**src/rtl/util_adc_diff_pkg.sv**
```systemverilog
// Shared state encoding and sizing helpers for the multi-channel ADC
// differential detector.
package util_adc_diff_pkg;

  // The diff_out code of a lane is its state encoding.
  typedef enum logic [1:0] {
    IDLE = 2'b00,
    NEG  = 2'b01,
    POS  = 2'b10
  } diff_state_e;

  // Width of the deadband counter; never narrower than one bit.
  function automatic int unsigned cnt_width(input int unsigned wait_n);
    int unsigned w;
    w = $clog2(wait_n + 1);
    return (w < 1) ? 1 : w;
  endfunction

endpackage

```
**src/rtl/util_adc_diff_chan.sv**
```systemverilog
// One detector lane: threshold/hysteresis classification with a deadband
// timeout that holds the last polarity through zero crossings.
module util_adc_diff_chan
  import util_adc_diff_pkg::*;
#(
  parameter int unsigned SW           = 8,
  parameter int          UP_THRESH    = 64,
  parameter int          LOW_THRESH   = -64,
  parameter int          HYST         = 16,
  parameter int unsigned NO_DIFF_WAIT = 50
) (
  input  logic          clk_i,
  input  logic          rst_i,
  input  logic          valid_i,
  input  logic          en_i,
  input  logic [SW-1:0] sample_i,
  output logic [1:0]    diff_o,
  output logic          active_o
);

  localparam int unsigned CW = cnt_width(NO_DIFF_WAIT);

  localparam logic signed [SW-1:0] UP_T       = SW'(UP_THRESH);
  localparam logic signed [SW-1:0] LOW_T      = SW'(LOW_THRESH);
  localparam logic signed [SW-1:0] UP_HOLD_T  = SW'(UP_THRESH - HYST);
  localparam logic signed [SW-1:0] LOW_HOLD_T = SW'(LOW_THRESH + HYST);
  localparam logic [CW:0]          LIMIT      = (CW + 1)'(NO_DIFF_WAIT);

  diff_state_e          state_q;
  logic [CW-1:0]        cnt_q;
  logic [CW:0]          cnt_inc_c;
  logic                 timeout_c;
  logic signed [SW-1:0] s_c;

  assign s_c       = $signed(sample_i);
  assign cnt_inc_c = {1'b0, cnt_q} + (CW + 1)'(1);
  assign timeout_c = (cnt_inc_c >= LIMIT);

  // Deadband samples advance the counter; the one reaching the limit drops to IDLE.
  always_ff @(posedge clk_i) begin
    if (rst_i || !en_i) begin
      state_q <= IDLE;
      cnt_q   <= '0;
    end else if (valid_i) begin
      case (state_q)
        IDLE: begin
          cnt_q <= '0;
          if (s_c >= UP_T)       state_q <= POS;
          else if (s_c <= LOW_T) state_q <= NEG;
        end
        POS: begin
          if (s_c >= UP_HOLD_T) begin
            cnt_q <= '0;
          end else if (s_c <= LOW_T) begin
            state_q <= NEG;
            cnt_q   <= '0;
          end else if (timeout_c) begin
            state_q <= IDLE;
            cnt_q   <= '0;
          end else begin
            cnt_q <= cnt_inc_c[CW-1:0];
          end
        end
        NEG: begin
          if (s_c <= LOW_HOLD_T) begin
            cnt_q <= '0;
          end else if (s_c >= UP_T) begin
            state_q <= POS;
            cnt_q   <= '0;
          end else if (timeout_c) begin
            state_q <= IDLE;
            cnt_q   <= '0;
          end else begin
            cnt_q <= cnt_inc_c[CW-1:0];
          end
        end
        default: begin
          state_q <= IDLE;
          cnt_q   <= '0;
        end
      endcase
    end
  end

  assign diff_o   = state_q;
  assign active_o = (state_q != IDLE);

endmodule

```
**src/rtl/util_adc_diff_multi.sv**
```systemverilog
// Multi-channel ADC differential detector: slices the sample bus into
// independent lanes and checks the threshold/hysteresis parameters.
module util_adc_diff_multi
  import util_adc_diff_pkg::*;
#(
  parameter int unsigned CHANNELS     = 2,
  parameter int unsigned BYTE_WIDTH   = 1,
  parameter int          UP_THRESH    = 64,
  parameter int          LOW_THRESH   = -64,
  parameter int          HYST         = 16,
  parameter int unsigned NO_DIFF_WAIT = 50
) (
  input  logic                     clk,
  input  logic                     rst,
  input  logic [CHANNELS*BYTE_WIDTH*8-1:0] wr_data,
  input  logic                     wr_valid,
  input  logic [CHANNELS-1:0]      wr_enable,
  output logic [2*CHANNELS-1:0]    diff_out,
  output logic [CHANNELS-1:0]      diff_active
);

  localparam int unsigned SW = BYTE_WIDTH * 8;

  // Hold bands must not overlap or a sample could both hold POS and NEG.
  if (HYST < 0 || !((LOW_THRESH + HYST) < (UP_THRESH - HYST))) begin : g_param_err
    $error("util_adc_diff_multi: require HYST >= 0 and LOW_THRESH+HYST < UP_THRESH-HYST");
  end

  for (genvar c = 0; c < int'(CHANNELS); c++) begin : g_chan
    util_adc_diff_chan #(
      .SW           (SW),
      .UP_THRESH    (UP_THRESH),
      .LOW_THRESH   (LOW_THRESH),
      .HYST         (HYST),
      .NO_DIFF_WAIT (NO_DIFF_WAIT)
    ) u_chan (
      .clk_i    (clk),
      .rst_i    (rst),
      .valid_i  (wr_valid),
      .en_i     (wr_enable[c]),
      .sample_i (wr_data[c*SW +: SW]),
      .diff_o   (diff_out[2*c +: 2]),
      .active_o (diff_active[c])
    );
  end

endmodule

```
**config.mk**
```make
export PLATFORM = sky130hd
export DESIGN_NAME = util_adc_diff_multi
export DESIGN_NICKNAME = d
export VERILOG_FILES = /design/src/rtl/util_adc_diff_pkg.sv /design/src/rtl/util_adc_diff_chan.sv /design/src/rtl/util_adc_diff_multi.sv
export SDC_FILE = /design/constraint.sdc
export NUM_CORES = 1
export LEC_CHECK = 0
export CAP_MARGIN = 10
export CORE_MARGIN = 2
export CORE_UTILIZATION = 50
export CTS_CLUSTER_SIZE = 8
export DETAILED_ROUTE_END_ITERATION = 8
export PLACE_DENSITY = 0.81
export SYNTH_ARGS = -nofsm -noshare
export SYNTH_HDL_FRONTEND = slang
export SYNTH_SLANG_ARGS = --single-unit
export TNS_END_PERCENT = 5
```
**constraint.sdc**
```tcl
create_clock -name clk -period 2.55 [get_ports clk]
set_input_delay 0.3825 -clock clk [delete_from_list [all_inputs] [get_ports clk]]
set_output_delay 0.3825 -clock clk [all_outputs]
set_load 0.01 [all_outputs]
```
# Word-level counts from Yosys, hierarchy flattened
# Index checks and enable logic that the tools add are counted.
# word_totals
in_bits	21
regBits	16
out_inout_bits	6
wordCells	64
# classes
n_eq_ne	10
order_cmp	10
n_addsub	2
reduce_logical	10
muxes	28
# op_table
operator	count
two-way mux 6 bit	10
less-or-equal comparator 8 x 7 -> 1 bit, second input constant	4
two-way mux 2 bit	14
one-hot mux 6 bit (2 select lines)	2
greater-or-equal comparator 8 x 7 -> 1 bit, second input constant	2
greater-or-equal comparator 8 bit, second input constant	2
adder 6 x 1 -> 7 bit, second input constant	2
greater-or-equal comparator 7 x 6 -> 1 bit, second input constant	2
one-hot mux 2 bit (3 select lines)	2
!= test 2 bit, second input constant	4
AND reduction 4 bit	2
!= test 3 x 1 -> 1 bit, second input constant	2
equality test 2 x 1 -> 1 bit, second input constant	2
equality test 2 bit, second input constant	2
logical NOT 2 bit	2
nonzero test 2 bit	2
logical NOT 1 bit	2
logical OR 1 bit	2

# Logic depth before layout (Yosys ltp)
# Gate-level depths: netlist (run 1).
# depth
depth_word	6
depth_mapped	8
ltp_nobuf	8

# Cells and area by module
# From an unflattened synthesis (run 1), not the netlist that was laid out.
# unflattened
cells_unflattened	188
hier_area_um2	1466.4
# modules_own_cells
module	seq_area_each_um2	area_per_inst_um2	cells_each	instances
util_adc_diff_chan	160.2	733.2	94	2

# Worst setup path after synthesis (run 1)
# OpenSTA, ideal clock, no wires.
# synth_path
kind	input to register
from	input wr_data[0]
to	register g_chan[0].u_chan.cnt_q[1]
cell_stages	6
setup_slack_ns	0.487
setup_time_ns	0.128
required_time_ns	2.422
n_path_buf	0
t_arrival_ns	1.935
cell_sequence	or4_4 o311a_1 o2111a_1 a41o_2 a32oi_1 nor2_1
# synth_between
elab_chain_cells	4
word_cells_on_any_way	9
cone_classes	order compare (4); mux (5)
# synth_rtl
item	line_no	source
from (decl)	util_adc_diff_multi.sv:15	input logic [CHANNELS*BYTE_WIDTH*8-1:0] wr_data,
greater-or-equal comparator 8 bit / less-or-equal comparator 8 x 7 -> 1 bit (equally long branches)	util_adc_diff_chan.sv:67, util_adc_diff_chan.sv:54	
two-way mux 6 bit, on equally long branches	util_adc_diff_chan.sv:67, util_adc_diff_chan.sv:54	
two-way mux 6 bit, on equally long branches	util_adc_diff_chan.sv:65, util_adc_diff_chan.sv:52	
one-hot mux 6 bit (2 select lines) (*)	util_adc_diff_chan.sv:45	case (state_q)
to (signal assigned)	util_adc_diff_chan.sv:61	cnt_q <= cnt_inc_c[CW-1:0];
to (signal assigned)	util_adc_diff_chan.sv:74	cnt_q <= cnt_inc_c[CW-1:0];
to (decl)	util_adc_diff_chan.sv:30	logic [CW-1:0] cnt_q;
# Mark *: on every way between the ends. The rest lies on a longest branch, timed or not.
# A chain may end at the register's enable or synchronous reset.

# Worst setup path after layout (run 1)
# Same ends and word-level chain as after synthesis.

==> flow_summary.yaml, run 1 <==
outcome:
  outcome: "finished, final reports clean"
clock_network:
  cts_setup_buffers: 0
  hold_buffers: 0
  cts_tree: "built"
  cts_made_buffers: 3
  cts_buffer_depth: 2
  clkSinkCount: 16
  h-tree-depth: 1
  clock_latency_ns: 0.30
  cts_resized: 0
  root_buffer: "clkbuf_4"
  cts.reportedPaths.clkPinSlew_ns: 0.09
detailed_routing:
  ant_nets: 0
  wire_per_inst_um: 14.5
  routed_wl_mm: 3.43
  first_pass_iters: 4
  vias: 1426
  drt_iter0_markers: 84
  via_per_inst: 6.04
  post-route-drc-count: 0
timing:
  rsz0062_at_grt: "no"
  timing.slew.headroom_pct: 63.7
  finalHoldViolCount: 0
  skew_ns: 0.00934
  fin_crit_ns: 2.24
  timing.fmax_mhz: 446
  maxSlewViolCount: 0
  post-route-period-util_pct: 88.0
  setup_ws_ns: 0.307
  fin_tns_setup_ns: 0
  finalSetupViolCount: 0
  worst_pin_slew_ns: 0.544
global_routing:
  grt_pass1_vias: 1377
  gr-total-overflow: 0
  grt_max_degree: 12
  antenna_found_initial: 0
  gr-usage-all-layers_pct: 21.9
  grt_first_pass_wirelength_mm: 5.66
min_path:
  hold_end: "g_chan[0].u_chan.diff_o[0]"
  hp-start: "g_chan[0].u_chan.diff_o[0]"
  holdPathStages: 2
  hp-class: "flop to flop"
yosys:
  synth_ff_type: "dfxtp_1"
  async_flop_share_pct: 0
  syn-num-nets: 213
  yosysSeqAreaShare_pct: 22.9
  yosysWarnings: 0
  synth_top_area_share_pct: 22.9
  avgSynthCellArea_um2: 7.79
  synth_edf_count: 0
  ys_top_cells_by_area: "dfxtp_1 (23%), ha_1 (11%), inv_1 (4.6%)"
  synth_area_leader_cell: "dfxtp_1"
  syn_area_mm2: 0.00140
  yosysUniqueCellTypes: 45
  synth-seq-cells: 16
  syn_inst: 180
critical_path:
  path_max_fanout: 6
  critPathBufInv: 1
  reg2reg_to: "g_chan[1].u_chan.cnt_q[2]"
  crit_chain: "clkdlybuf4s50_1, or4_4, o311a_1, o2111a_1, a41o_2, a32oi_1, nor2_1"
  r2r_start: "g_chan[1].u_chan.cnt_q[1]"
  startpoint: "wr_data[0]"
  start_kind: "input port"
  critical-path-top-delay-family: "compound AO/OA/AOI/OAI gates"
  cp_data_required_time_ns: 2.73
  arrival_ns: 2.42
  regToRegSetupSlack_ns: 0.31
  critical_path_class: "input port to flop"
  cpPeakStageDelay_ns: 0.54
  cp-end-kind: "flop"
  cp_slowest_cell: "or4_4"
  r2r_cells: 9
floorplan:
  io_pins: 27
  start_util_pct: 51.7
  row_count: 19
  core_area_mm2: 0.00271
  dieArea_mm2: 0.00324
  die_x_um: 56.9
  die_h_um: 56.9
final_layout:
  fin_nets: 239
  finalNonFillerCells: 236
  syn2layout_area_growth_pct: 22.1
  layout-drive-gt1-share_pct: 7.80
  mostFrequentLayoutCells: "clkdlybuf4s50_1 (26), inv_1 (17), nand2_1 (17)"
  diodes: 0
  layout_commonest_cell: "clkdlybuf4s50_1"
placement:
  place_congestion: 0.925
  hpwl_mm: 2.67
  portBuffers: 26
  post-place-ws_ns: 0.00509
  place_inst: 232
pwr:
  powerDensity_mw_per_mm2: 316
  ir_drop_uv: 342
  finalPower_uw: 541
  p_leak_uw: 0.000671
flow_run:
  cap_violations: 0
layout make-up:
| type | instances | area [µm²] |
|---|---|---|
| Clock buffer | 4 | 36.3 |
| Inverter | 17 | 63.8 |
| Sequential cell | 16 | 320 |
| Timing Repair Buffer | 28 | 275 |
| Tap cell | 31 | 38.8 |
| Fill cell | 236 | 998 |
| Multi-Input combinational cell | 140 | 977 |
cell families after synthesis:
family,share of synthesized area [%]
adders and majority gates,10.7
xor gates and xnor gates,1.25
muxes,1.61
buffers and inverters,7.41
AOI/OAI and AO/OA,30.8
and+or+nand+nor,25.4
DFF,22.9
metrics by stage:
stage	hold WS (ns)	area [µm²]	util, %
floorplan	0.481	1400	-
detailed placement	0.528	1680	61.8
finish	0.547	1710	63.2
CTS	0.544	1710	63.2
global placement	0.512	1680	61.8
global route	0.575	1710	63.2
power breakdown:
part,switching (µW),internal (µW)
clock,87.3,87.1
sequential,2.73,252
combinational,54.7,58.2
Yosys cell counts, types with 3 or more instances:
master,instances
a21oi_1,12
a32oi_1,6
and3_1,3
buf_4,3
dfxtp_1,16
ha_1,12
inv_1,17
nand2_1,17
nand2b_1,3
nand3_1,11
nor2_1,14
nor2b_1,7
nor3_1,5
o211ai_1,5
o21ai_0,5
o31ai_1,3
worst max-delay path by stage:
stage          cells after the start                        end
5_1_grt                            9  g_chan[1].u_chan.cnt_q[2]
6_report                           7  g_chan[0].u_chan.cnt_q[1]
4_1_cts                            7  g_chan[0].u_chan.cnt_q[1]
3_5_place_dp                       7  g_chan[0].u_chan.cnt_q[1]
2_1_floorplan                      6  g_chan[0].u_chan.cnt_q[1]
3_3_place_gp                       7  g_chan[0].u_chan.cnt_q[1]
worst min-delay path: cells and delay by family (launching register included):
family / cells / cell delay [ns]
compound gates: 1 / 0.06
flops: 1 / 0.37
simple gates: 1 / 0.08
flip-flops by register name (all words and copies together) (netlist names):
register	count
g_chan.u_chan.cnt_q	12
g_chan.u_chan.diff_o	4
routing by layer:
layer	share of wire [%]	wire [µm]	global-route usage, %
met5	0	0	0
met4	1.5	53	9.63
met3	4.1	142	4.54
met2	51	1740	41.4
met1	43	1490	23.1
Note: power is estimated with default switching activity, not from simulation.
==> inputs of run 2 (changes only) <==
--- a/config.mk
+++ b/config.mk
@@ -8,9 +8,11 @@
 export CAP_MARGIN = 10
 export CORE_MARGIN = 2
 export CORE_UTILIZATION = 50
+export CTS_CLUSTER_DIAMETER = 60
 export CTS_CLUSTER_SIZE = 8
 export DETAILED_ROUTE_END_ITERATION = 8
 export PLACE_DENSITY = 0.81
+export SKIP_LAST_GASP = 1
 export SYNTH_ARGS = -nofsm -noshare
 export SYNTH_HDL_FRONTEND = slang
 export SYNTH_SLANG_ARGS = --single-unit
==> results of run 2 <==
The final DEF is identical to that of run 1; final timing and power are the same.
